<file path="config.mk">
export PLATFORM = sky130hd
export DESIGN_NAME = fft_frame_streamer_flat
export DESIGN_NICKNAME = d
export VERILOG_FILES = /design/src/rtl/fft_frame_streamer_if.sv /design/src/rtl/fft_frame_streamer.sv /design/src/flat_wrapper.sv
export SDC_FILE = /design/constraint.sdc
export NUM_CORES = 1
export LEC_CHECK = 0
export BUFFER_PORTS_ARGS = -buffer_cell sky130_fd_sc_hd__buf_2
export CORE_UTILIZATION = 50
export DETAILED_ROUTE_END_ITERATION = 7
export HOLD_SLACK_MARGIN = 0.06
export PLACE_DENSITY = 0.69
export SLEW_MARGIN = 5
export SYNTH_ARGS = -nofsm -noshare
export SYNTH_HDL_FRONTEND = slang
export SYNTH_SLANG_ARGS = --single-unit
export TNS_END_PERCENT = 10
</file>
<file path="constraint.sdc">
create_clock -name clk_in -period 4 [get_ports clk_in]
set_clock_uncertainty 0.15 [all_clocks]
set_input_delay 0.6 -clock clk_in [delete_from_list [all_inputs] [get_ports clk_in]]
set_output_delay 0.6 -clock clk_in [all_outputs]
set_load 0.05 [all_outputs]
</file>
<file path="src/rtl/fft_frame_streamer_if.sv">
// Sample input and AXI-stream output bundle for the FFT frame streamer.
// Latency: none; this file only carries wires.
// Backpressure: fft_tready_in flows from the FFT core back to the streamer.
interface fft_frame_streamer_if #(
    parameter int SAMPLE_W = 8
);
    logic [SAMPLE_W-1:0] sample_in;
    logic                sample_valid_in;
    logic                audio_done_in;
    logic [31:0]         fft_tdata_out;
    logic                fft_tvalid_out;
    logic                fft_tlast_out;
    logic                fft_tready_in;

    // streamer side: consumes samples, drives the AXI data channel
    modport master (
        input  sample_in,
        input  sample_valid_in,
        input  audio_done_in,
        input  fft_tready_in,
        output fft_tdata_out,
        output fft_tvalid_out,
        output fft_tlast_out
    );

    // environment side: recorder playback plus FFT core input
    modport slave (
        output sample_in,
        output sample_valid_in,
        output audio_done_in,
        output fft_tready_in,
        input  fft_tdata_out,
        input  fft_tvalid_out,
        input  fft_tlast_out
    );
endinterface

</file>
<file path="src/rtl/fft_frame_streamer.sv">
// Buffers recorder samples and streams them to the FFT core as fixed-length frames, zero-padding the last one.
// Latency: a sample written into an empty FIFO is presented on tdata/tvalid the next cycle (first-word fall-through).
// Backpressure: tready stalls the FIFO head; samples arriving while the FIFO is full (and not popping) are dropped and flagged.
module fft_frame_streamer #(
    parameter int FRAME_LEN  = 2048,
    parameter int SAMPLE_W   = 8,
    parameter int FIFO_DEPTH = 16
) (
    input  logic                 clk_in,
    input  logic                 rst_in,
    fft_frame_streamer_if.master bus,
    output logic [15:0]          frame_count_out,
    output logic                 busy_out,
    output logic                 done_out,
    output logic                 overflow_out
);
    localparam int AW = $clog2(FIFO_DEPTH);
    localparam int IW = $clog2(FRAME_LEN);

    typedef enum logic [1:0] {ST_IDLE, ST_STREAM, ST_PAD, ST_DONE} state_t;

    state_t              state_q, state_d;
    logic [AW:0]         wr_ptr_q, wr_ptr_d;
    logic [AW:0]         rd_ptr_q, rd_ptr_d;
    logic [IW-1:0]       idx_q, idx_d;
    logic [15:0]         frame_cnt_q, frame_cnt_d;
    logic                done_flag_q, done_flag_d;
    logic                overflow_q, overflow_d;
    logic [SAMPLE_W-1:0] mem_q [FIFO_DEPTH];

    logic                fifo_empty, fifo_full, data_vld, tvalid, xfer, pop, push, last_idx;
    logic [SAMPLE_W-1:0] head;
    logic [15:0]         real_dat;

    // FIFO status, handshake decode and registered-only output derivation
    always_comb begin
        fifo_empty = (wr_ptr_q == rd_ptr_q);
        fifo_full  = (wr_ptr_q[AW] != rd_ptr_q[AW]) && (wr_ptr_q[AW-1:0] == rd_ptr_q[AW-1:0]);
        head       = mem_q[rd_ptr_q[AW-1:0]];
        data_vld   = (state_q == ST_STREAM) && !fifo_empty;
        tvalid     = data_vld || (state_q == ST_PAD);
        xfer       = tvalid && bus.fft_tready_in;
        pop        = xfer && (state_q == ST_STREAM);
        last_idx   = (idx_q == IW'(FRAME_LEN - 1));
        // only IDLE and STREAM accept samples; a full FIFO accepts only when it pops the same cycle
        push       = bus.sample_valid_in && ((state_q == ST_IDLE) || (state_q == ST_STREAM))
                     && (!fifo_full || pop);
        real_dat   = data_vld ? (16'(head) << (16 - SAMPLE_W)) : 16'h0000;
    end

    assign bus.fft_tdata_out  = {16'h0000, real_dat};
    assign bus.fft_tvalid_out = tvalid;
    assign bus.fft_tlast_out  = tvalid && last_idx;
    assign frame_count_out    = frame_cnt_q;
    assign busy_out           = (state_q == ST_STREAM) || (state_q == ST_PAD);
    assign done_out           = (state_q == ST_DONE);
    assign overflow_out       = overflow_q;

    // next-state, frame index, frame counter and sticky flag logic
    always_comb begin
        state_d     = state_q;
        wr_ptr_d    = wr_ptr_q + (AW + 1)'(push);
        rd_ptr_d    = rd_ptr_q + (AW + 1)'(pop);
        idx_d       = idx_q;
        frame_cnt_d = frame_cnt_q;
        done_flag_d = done_flag_q || bus.audio_done_in;
        overflow_d  = overflow_q || (bus.sample_valid_in && !push);

        if (xfer) begin
            idx_d = idx_q + 1'b1;
            if (last_idx && (frame_cnt_q != 16'hFFFF)) begin
                frame_cnt_d = frame_cnt_q + 16'd1;
            end
        end

        case (state_q)
            ST_IDLE: begin
                if (bus.sample_valid_in) begin
                    state_d     = ST_STREAM;
                    overflow_d  = 1'b0;
                    frame_cnt_d = 16'h0000;
                end else if (bus.audio_done_in) begin
                    state_d = ST_DONE;
                end
            end
            ST_STREAM: begin
                // drained after playback ended: finish the partial frame with zeros, or stop on a boundary
                if (done_flag_q && fifo_empty && !push) begin
                    state_d = (idx_q != '0) ? ST_PAD : ST_DONE;
                end
            end
            ST_PAD: begin
                if (xfer && last_idx) begin
                    state_d = ST_DONE;
                end
            end
            ST_DONE: begin
                done_flag_d = 1'b0;
                state_d     = ST_IDLE;
            end
            default: state_d = ST_IDLE;
        endcase
    end

    // control state registers; reset abandons any frame in flight
    always_ff @(posedge clk_in or negedge rst_in) begin
        if (!rst_in) begin
            state_q     <= ST_IDLE;
            wr_ptr_q    <= '0;
            rd_ptr_q    <= '0;
            idx_q       <= '0;
            frame_cnt_q <= 16'h0000;
            done_flag_q <= 1'b0;
            overflow_q  <= 1'b0;
        end else begin
            state_q     <= state_d;
            wr_ptr_q    <= wr_ptr_d;
            rd_ptr_q    <= rd_ptr_d;
            idx_q       <= idx_d;
            frame_cnt_q <= frame_cnt_d;
            done_flag_q <= done_flag_d;
            overflow_q  <= overflow_d;
        end
    end

    // FIFO storage; contents are don't-care while the pointers say empty
    always_ff @(posedge clk_in) begin
        if (push) begin
            mem_q[wr_ptr_q[AW-1:0]] <= bus.sample_in;
        end
    end
endmodule

</file>
<file path="src/flat_wrapper.sv">
// flat-port wrapper written by rule: the top's interface ports become plain ports
module fft_frame_streamer_flat 
#(
    parameter int FRAME_LEN  = 2048,
    parameter int SAMPLE_W   = 8,
    parameter int FIFO_DEPTH = 16
)
  (clk_in, rst_in, frame_count_out, busy_out, done_out, overflow_out, bus_sample_in, bus_sample_valid_in, bus_audio_done_in, bus_fft_tready_in, bus_fft_tdata_out, bus_fft_tvalid_out, bus_fft_tlast_out);
  fft_frame_streamer_if #(.SAMPLE_W(SAMPLE_W)) bus_i ();
  input  logic clk_in;
  input  logic rst_in;
  output logic [15:0] frame_count_out;
  output logic busy_out;
  output logic done_out;
  output logic overflow_out;
  input wire logic [$bits(bus_i.sample_in)-1:0] bus_sample_in;
  input wire logic [$bits(bus_i.sample_valid_in)-1:0] bus_sample_valid_in;
  input wire logic [$bits(bus_i.audio_done_in)-1:0] bus_audio_done_in;
  input wire logic [$bits(bus_i.fft_tready_in)-1:0] bus_fft_tready_in;
  output wire logic [$bits(bus_i.fft_tdata_out)-1:0] bus_fft_tdata_out;
  output wire logic [$bits(bus_i.fft_tvalid_out)-1:0] bus_fft_tvalid_out;
  output wire logic [$bits(bus_i.fft_tlast_out)-1:0] bus_fft_tlast_out;
  assign bus_i.sample_in = bus_sample_in;
  assign bus_i.sample_valid_in = bus_sample_valid_in;
  assign bus_i.audio_done_in = bus_audio_done_in;
  assign bus_i.fft_tready_in = bus_fft_tready_in;
  assign bus_fft_tdata_out = bus_i.fft_tdata_out;
  assign bus_fft_tvalid_out = bus_i.fft_tvalid_out;
  assign bus_fft_tlast_out = bus_i.fft_tlast_out;
  fft_frame_streamer #(.FRAME_LEN(FRAME_LEN), .SAMPLE_W(SAMPLE_W), .FIFO_DEPTH(FIFO_DEPTH)) u_core (.clk_in(clk_in), .rst_in(rst_in), .bus(bus_i), .frame_count_out(frame_count_out), .busy_out(busy_out), .done_out(done_out), .overflow_out(overflow_out));
endmodule
</file>
### After elaboration in Yosys (flattened, before gate mapping)

Memories as Yosys holds them, arrays and structs flattened.
Index checks and enable logic that the tools add are counted.

* equal/unequal tests: 11
* reduce and logical (&&, ||, !) cells: 24
* muxes and demuxes: 16
* $add $sub $neg: 4

Operator list (number)
* $mux W16: 5
* $add A16 B1 Y16 const B: 1
* $ne A16 B16 Y1 const B: 1
* $logic_and A1 B1 Y1: 12
* $add A11 B1 Y11 const B: 1
* $eq A11 B11 Y1 const B: 1
* $reduce_bool A11 Y1: 1
* $add A5 B1 Y5: 2
* $mux W2: 4
* $pmux W2 S4: 1
* $logic_or A1 B1 Y1: 6
* $mux W1: 6
* $eq A5 B5 Y1: 1
* $eq A2 B2 Y1 const B: 2
* $eq A4 B4 Y1: 1
* $ne A2 B2 Y1 const B: 2
* $logic_not A1 Y1: 3
* $ne A3 B3 Y1 const B: 1
* $reduce_and A3 Y1: 1
* $eq A2 B1 Y1 const B: 1
* $logic_not A2 Y1: 1
* $ne A1 B1 Y1: 1

* register bits: 41
* bits of input ports: 13
* output and inout port bits: 53
* bits in writable memories: 128
* logic and storage cells: 63
* memories kept: 1

Memory list
* u_core.mem_q: depth 16, width 8, read ports 1, clocked after Yosys merged registers in 0, wr ports 1, RTL line fft_frame_streamer.sv:29 `logic [SAMPLE_W-1:0] mem_q [FIFO_DEPTH];`

### Depth between registers and ports, before layout

Gate-level depths: netlist of run 1.

* depth in word-level cells: 13
* mapped depth: 9
* depth with buffers taken out: 9

### Worst setup path after synthesis of run 1

Ideal clock, no wire load.

* path kind: reg2out
* from: register u_core.rd_ptr_q[0]
* to: output bus_fft_tlast_out
* setup slack: 1.109 ns
* cell stages (with the launch flop): 8
* data required time: 3.250 ns
* path buffers: 2
* arrival time: 2.141 ns
* cell sequence: dfrtp_1 buf_2 xor2_1 nor4_4 a21boi_2 clkbuf_1 or2_2 and3_1

* longest elaborated chain between the ends: 5

Ends and longest elaborated chain
* start: declaration: RTL line fft_frame_streamer.sv:24 `logic [AW:0] rd_ptr_q, rd_ptr_d;`
* start signal: assignment: RTL line fft_frame_streamer.sv:118 `rd_ptr_q <= rd_ptr_d;`
* $eq A5 B5 Y1: RTL line fft_frame_streamer.sv:37 `fifo_empty = (wr_ptr_q == rd_ptr_q);`
* $logic_not A1 Y1: RTL line fft_frame_streamer.sv:40 `data_vld = (state_q == ST_STREAM) && !fifo_empty;`
* $logic_and A1 B1 Y1: RTL line fft_frame_streamer.sv:40
* $logic_or A1 B1 Y1: RTL line fft_frame_streamer.sv:41 `tvalid = data_vld || (state_q == ST_PAD);`
* named net bus_fft_tvalid_out: RTL line flat_wrapper.sv:21 `output wire logic [$bits(bus_i.fft_tvalid_out)-1:0] bus_fft_tvalid_out;`
* $logic_and A1 B1 Y1: RTL line fft_frame_streamer.sv:53 `assign bus.fft_tlast_out = tvalid && last_idx;`
* end: declaration: RTL line flat_wrapper.sv:22 `output wire logic [$bits(bus_i.fft_tlast_out)-1:0] bus_fft_tlast_out;`

The timed path passes the listed nets, and every way through them passes these cells.

### Final worst setup path of run 1

* from: register u_core.rd_ptr_q[0]
* to: output bus_fft_tdata_out[10]

* longest elaborated chain between the ends: 4
* elaborated cells between the ends (all ways): 5
* those cells by class: 1 x eq/ne; 1 x mux; 2 x reduce/logical; 1 x memory

Ends and longest elaborated chain
* parallel branches: the longest is 3 deep, another holds $mem_v2 Z16 W8
* $mux W16 *: RTL line fft_frame_streamer.sv:48 `real_dat = data_vld ? (16'(head) << (16 - SAMPLE_W)) : 16'h0000;`
* end: declaration: RTL line flat_wrapper.sv:20 `output wire logic [$bits(bus_i.fft_tdata_out)-1:0] bus_fft_tdata_out;`

Every way passes the cells marked *.

==> results.yml, run 1 <==
finish:
  layout_commonest_cell: "edfxtp_1"
  multi_input_area_um2: 2200
  final_cell_area_um2: 8250
  fill_cells: 1063
  layout_common_cells: "128 x edfxtp_1, 41 x buf_2, 40 x mux4_2, 40 x dfrtp_1"
  seqCellArea_um2: 4870
  syn_to_final_growth_pct: 13.8
  drive_gt1_frac: 0.265
  fin_nets: 535
timing:
  setup_violations: 0
  slew_headroom: 0.380
  final.setup.tns_ps: 0
  hold_viol: 0
  min_period_ps: 3630
  tightest_slew_ps: 929
  drv_slew: 0
  rsz0062_at_grt: "no"
  fmax_ghz: 0.275
  post-route-period-util: 0.908
cts:
  cts_buffers: 17
  cts_max_path_buffers: 2
  insertion_delay_ps: 430
  cts_setup_buffers: 0
  cts.clk_slew.worst_paths_ps: 70
  ctsHoldBuffers: 0
  clockRootBuffer: "clkbuf_16"
  clock_sinks: 169
  cts_tree: "built"
  cts_max_level: 4
  cts.repair.resized: 0
worst_setup_path:
  worst_setup_path_start_kind: "register"
  cp_top_family: "multiplexers"
  critPathMaxStageDelay_ps: 770
  worstSetupPathDepth: 5
  crit_arrival_ps: 2880
  ff2ff_setup_slack_ps: 1030
  end_kind: "output port"
  slowest_stage: "dfrtp_2"
  cp_data_required_time_ps: 3250
  crit_buf_inv: 2
  crit_fanout: 18
  crit_type: "register to output port"
  cp_common_cell: "mux4_2"
  critical_path.cell_chain: "buf_12 > mux4_2 > mux4_2 > and2_1 > buf_2"
  r2r_cells: 6
placed_design:
  place_area_um2: 7700
  hpwlAfterDp_mm: 9.46
  port_buffers: 41
  gp_congestion: 0.809
die:
  core_area_um2: 14000
  ios: 66
  chipHeight_um: 122
  rows: 43
  dieArea_um2: 15000
  initial_core_util: 0.517
  die_w_um: 122
route:
  totalWireLength_mm: 14.6
  wl_per_cell_um: 20.7
  ant_nets: 0
  dr.pass1.iters: 4
  drc: 0
  vias_per_cell: 5.64
  vias: 3973
  drtIter0Drc: 296
power_and_ir_drop:
  ir_drop_v: 0.000390
  power_density_nw_per_um2: 442
  p_leak_nw: 3.03
synthesis:
  avgSynthCellArea_um2: 16.3
  synth-seq-cells: 169
  ys_seq_area_frac: 0.671
  synth.distinct_cells: 38
  ys.flop_type: "edfxtp_1"
  async_flop_share: 0.243
  synth_cells: 446
  synth_area_um2: 7250
  synth_edf_count: 128
  synth_warnings: 0
grt:
  grt_overflow: 0
  antenna_found_initial: 1
  grt_first_pass_wirelength_mm: 22.8
  gr-usage-all-layers: 0.218
  grt_max_degree: 42
  grt_pass1_vias: 4020
job:
  cap_violations: 0
hold_path:
  holdCritPathClass: "primary input to asynchronous set/reset pin"
status:
  outcome: "completed"
-- power by group --
part	switching (mW)	internal, mW
Combinational	0.112	0.0417
Sequential	0.0349	1.92
Clock	0.680	0.857
-- final cells by class --
type,instances,share of cell area
Sequential cell,169,0.590
Multi-Input combinational cell,254,0.267
Clock buffer,18,0.0520
Timing Repair Buffer,63,0.0464
Tap cell,180,0.0273
Clock inverter,14,0.0146
Inverter,6,0.00273
Antenna cell,1,0.000303
-- metrics by stage --
stage | util | hold WS, ps | worst slack [ps] | cells | power (mW)
after floorplan | - | 154 | 1110 | 469 | 2.11
after global placement | 0.548 | 344 | 786 | 672 | 2.14
after detailed placement | 0.548 | 337 | 775 | 672 | 2.15
after CTS | 0.588 | 191 | 297 | 704 | 3.67
after global routing | 0.588 | 239 | 177 | 705 | 3.76
final | 0.588 | 159 | 368 | 705 | 3.65
-- kinds of logic after synthesis --
logic type | synth area share
compound gates | 0.0342
xor+xnor | 0.0302
fa+ha+maj | 0.0190
buf+inv | 0.0374
flops | 0.671
mux | 0.124
other cells | 0.000517
simple gates | 0.0833
-- flip-flops by register name (all words and copies together) (netlist names) --
name	count
u_core.frame_count_out	16
u_core.mem_q	128
u_core.rd_ptr_q	5
u_core.done_flag_q	1
u_core.idx_q	11
u_core.wr_ptr_q	5
u_core.state_q	2
u_core.overflow_out	1
-- metal layers --
layer	share of wire	vias to the layer above	wire, µm	GRT usage
met5	0	-	0	0
met1	0.40	1987	5870	0.267
li1	-	1811	-	-
met4	0.022	0	325	0.0869
met3	0.055	19	797	0.0599
met2	0.52	156	7620	0.368
-- final timing paths --
check	end	from
max in group asynchronous	u_core.rd_ptr_q[0]	rst_in
min in group clk_in	u_core.done_flag_q	bus_audio_done_in
min	u_core.frame_count_out[14]	rst_in
max	bus_fft_tdata_out[10]	u_core.rd_ptr_q[0]
max reg2reg	u_core.mem_q[4][4]	u_core.rd_ptr_q[0]
min reg2reg	u_core.idx_q[8]	u_core.idx_q[8]
-- synthesized netlist by cell type, types with 2 or more instances --
master / n / area (µm²)
o211ai_1: 3 / 22.5
nand2b_1: 3 / 18.8
nor2_1: 24 / 90.1
nor4_1: 3 / 18.8
clkbuf_1: 7 / 26.3
and2_1: 10 / 62.6
o21ai_0: 16 / 80.1
xnor2_1: 14 / 123
ha_1: 11 / 138
nor3_1: 6 / 30.0
buf_2: 7 / 35.0
nand3_1: 16 / 80.1
a21oi_1: 15 / 75.1
dfrtp_1: 41 / 1030
xor2_1: 11 / 96.3
nand2_1: 18 / 67.6
buf_1: 2 / 7.51
inv_1: 6 / 22.5
edfxtp_1: 128 / 3840
nand4_1: 5 / 31.3
and3_1: 6 / 37.5
or3_1: 13 / 81.3
buf_4: 24 / 180
and4_1: 4 / 35.0
mux4_2: 40 / 901
-- worst register-to-register path, cell delays in order, from the launching register on --
cell     delay (ps)
dfrtp_2         770
xor2_1          300
nor4_4          110
a31o_2          250
or3_1           380
nor2_1          450
buf_4           260
(Power assumes the default switching activity.)
==> run 2: changes to the inputs <==
--- a/config.mk
+++ b/config.mk
@@ -6,10 +6,10 @@
 export NUM_CORES = 1
 export LEC_CHECK = 0
 export BUFFER_PORTS_ARGS = -buffer_cell sky130_fd_sc_hd__buf_2
-export CORE_UTILIZATION = 50
+export CAP_MARGIN = 20
+export CORE_UTILIZATION = 43
 export DETAILED_ROUTE_END_ITERATION = 7
 export HOLD_SLACK_MARGIN = 0.06
-export PLACE_DENSITY = 0.69
 export SLEW_MARGIN = 5
 export SYNTH_ARGS = -nofsm -noshare
 export SYNTH_HDL_FRONTEND = slang
==> results.yml, run 2 (synthesized netlist as in run 1, its figures left out) <==
status:
  outcome: "completed"
power_and_ir_drop:
  power_density_nw_per_um2: 443
  ir_drop_v: 0.000273
  p_leak_nw: 3.05
  p_int_mw: 2.84
  switching_share: 0.231
  p_switching_mw: 0.854
  p_seq_frac: 0.530
  pwr-share-comb: 0.042
  finalPower_mw: 3.69
  pwr-share-clk: 0.428
finish:
  diodes: 0
  layout_commonest_cell: "edfxtp_1"
  seqCellArea_um2: 4870
  layout_common_cells: "128 x edfxtp_1, 41 x buf_2, 40 x mux4_2, 40 x dfrtp_1"
  largest_register_ffs: 128
  fill_cells: 1396
  syn_to_final_growth_pct: 14.8
  drive_gt1_frac: 0.269
  final_util: 0.504
  fin_nets: 536
  multi_input_area_um2: 2200
  stdcell_count: 745
timing:
  setup_ws_ps: 467
  drv_slew: 0
  final.setup.tns_ps: 0
  rsz0062_at_grt: "no"
  slew_headroom: 0.276
  min_period_ps: 3530
  post-route-period-util: 0.883
  hold_viol: 0
  fmax_ghz: 0.283
  setup_violations: 0
  tightest_slew_ps: 1080
route:
  totalWireLength_mm: 14.6
  routedLengthMet1_mm: 6.60
  wl_per_cell_um: 19.6
  wl_met2_mm: 7.09
  ant_nets: 0
  routed-wl-met3_um: 737
  drtIter0Drc: 196
  vias: 3964
  dr.pass1.iters: 4
  drc: 0
  dr.max_layer_used: "met4"
  vias_per_cell: 5.32
cts:
  cts_tree: "built"
  clock_sinks: 169
  ctsHoldBuffers: 0
  cts_setup_buffers: 0
  insertion_delay_ps: 430
  clockRootBuffer: "clkbuf_16"
  cts_buffers: 17
  cts_max_level: 4
  cts_max_path_buffers: 2
  cts.clk_slew.worst_paths_ps: 70
  cts.repair.resized: 0
hold_path:
  holdCritPathClass: "primary input to asynchronous set/reset pin"
placed_design:
  port_buffers: 41
  numPlacedInstances: 712
  pre_cts_slack_ps: 862
  hpwlAfterDp_mm: 9.63
  gp_congestion: 0.772
grt:
  grt_pass1_vias: 3914
  grt_overflow: 0
  antenna_found_initial: 1
  gr-usage-all-layers: 0.181
  grt_first_pass_wirelength_mm: 22.8
  grt_max_degree: 42
die:
  initial_core_util: 0.439
  chipHeight_um: 132
  die_w_um: 132
  rows: 47
  dieArea_um2: 17400
  ios: 66
  core_area_um2: 16500
worst_setup_path:
  worst_setup_path_start_kind: "register"
  crit_arrival_ps: 2780
  end_kind: "output port"
  crit_fanout: 11
  cp_data_required_time_ps: 3250
  crit_type: "register to output port"
job:
  cap_violations: 0
## run 2: cell count changes in the layout (fill, tap and decap cells not counted)
cell	change
diode_2	-1
clkbuf_1	+1
clkinv_1	-2
clkinv_2	-2
inv_8	+1
clkinvlp_4	-1
inv_6	+3
buf_6	+1
## run 2: worst paths after layout
kind | startpoint | end | slack (ps) | cells after the start
worst max-delay path | u_core.rd_ptr_q[0] | bus_fft_tdata_out[12] | 470 | 5
worst min-delay path | rst_in | u_core.frame_count_out[5] | 140 | 1
worst max register to register | u_core.state_q[0] | u_core.mem_q[2][7] | 900 | 8
worst min register to register | u_core.idx_q[8] | u_core.idx_q[8] | 350 | 1
max in group asynchronous | rst_in | u_core.rd_ptr_q[0] | 2930 | 1
min in group clk_in | bus_audio_done_in | u_core.done_flag_q | 280 | 3
## run 2: routing by layer
metal	vias to the layer above	global-route usage
met5	-	0
met4	0	0.0640
met3	13	0.0454
met2	120	0.286
met1	2023	0.243
li1	1808	-
## run 2: power groups by stage
stage | Clock, mW | Combinational (mW) | Sequential [mW]
finish | 1.58 | 0.157 | 1.96
global route | 1.68 | 0.171 | 1.96
CTS | 1.60 | 0.159 | 1.96
detailed placement | 0 | 0.158 | 1.99
global placement | 0 | 0.155 | 1.99
floorplan | 0 | 0.130 | 1.99
## run 2: layout make-up
class	instances	area share
sequential	169	0.585
multi-input combinational	254	0.264
clock buffer	19	0.0520
timing repair buffer	64	0.0473
tap	220	0.0331
clock inverter	13	0.0159
inverter	6	0.00270
## run 2: metrics by stage
| stage | instance area, µm² | hold slack, ps |
|---|---|---|
| floorplan | 7340 | 154 |
| global placement | 7750 | 324 |
| detailed placement | 7750 | 331 |
| CTS | 8320 | 178 |
| global route | 8330 | 223 |
| finish | 8330 | 145 |
## run 2: critical path, cell delays in order (launching register included)
cell and delay [ps]:
dfrtp_2 610, buf_4 320, mux4_2 530, mux4_2 480
and2_1 190, buf_2 210
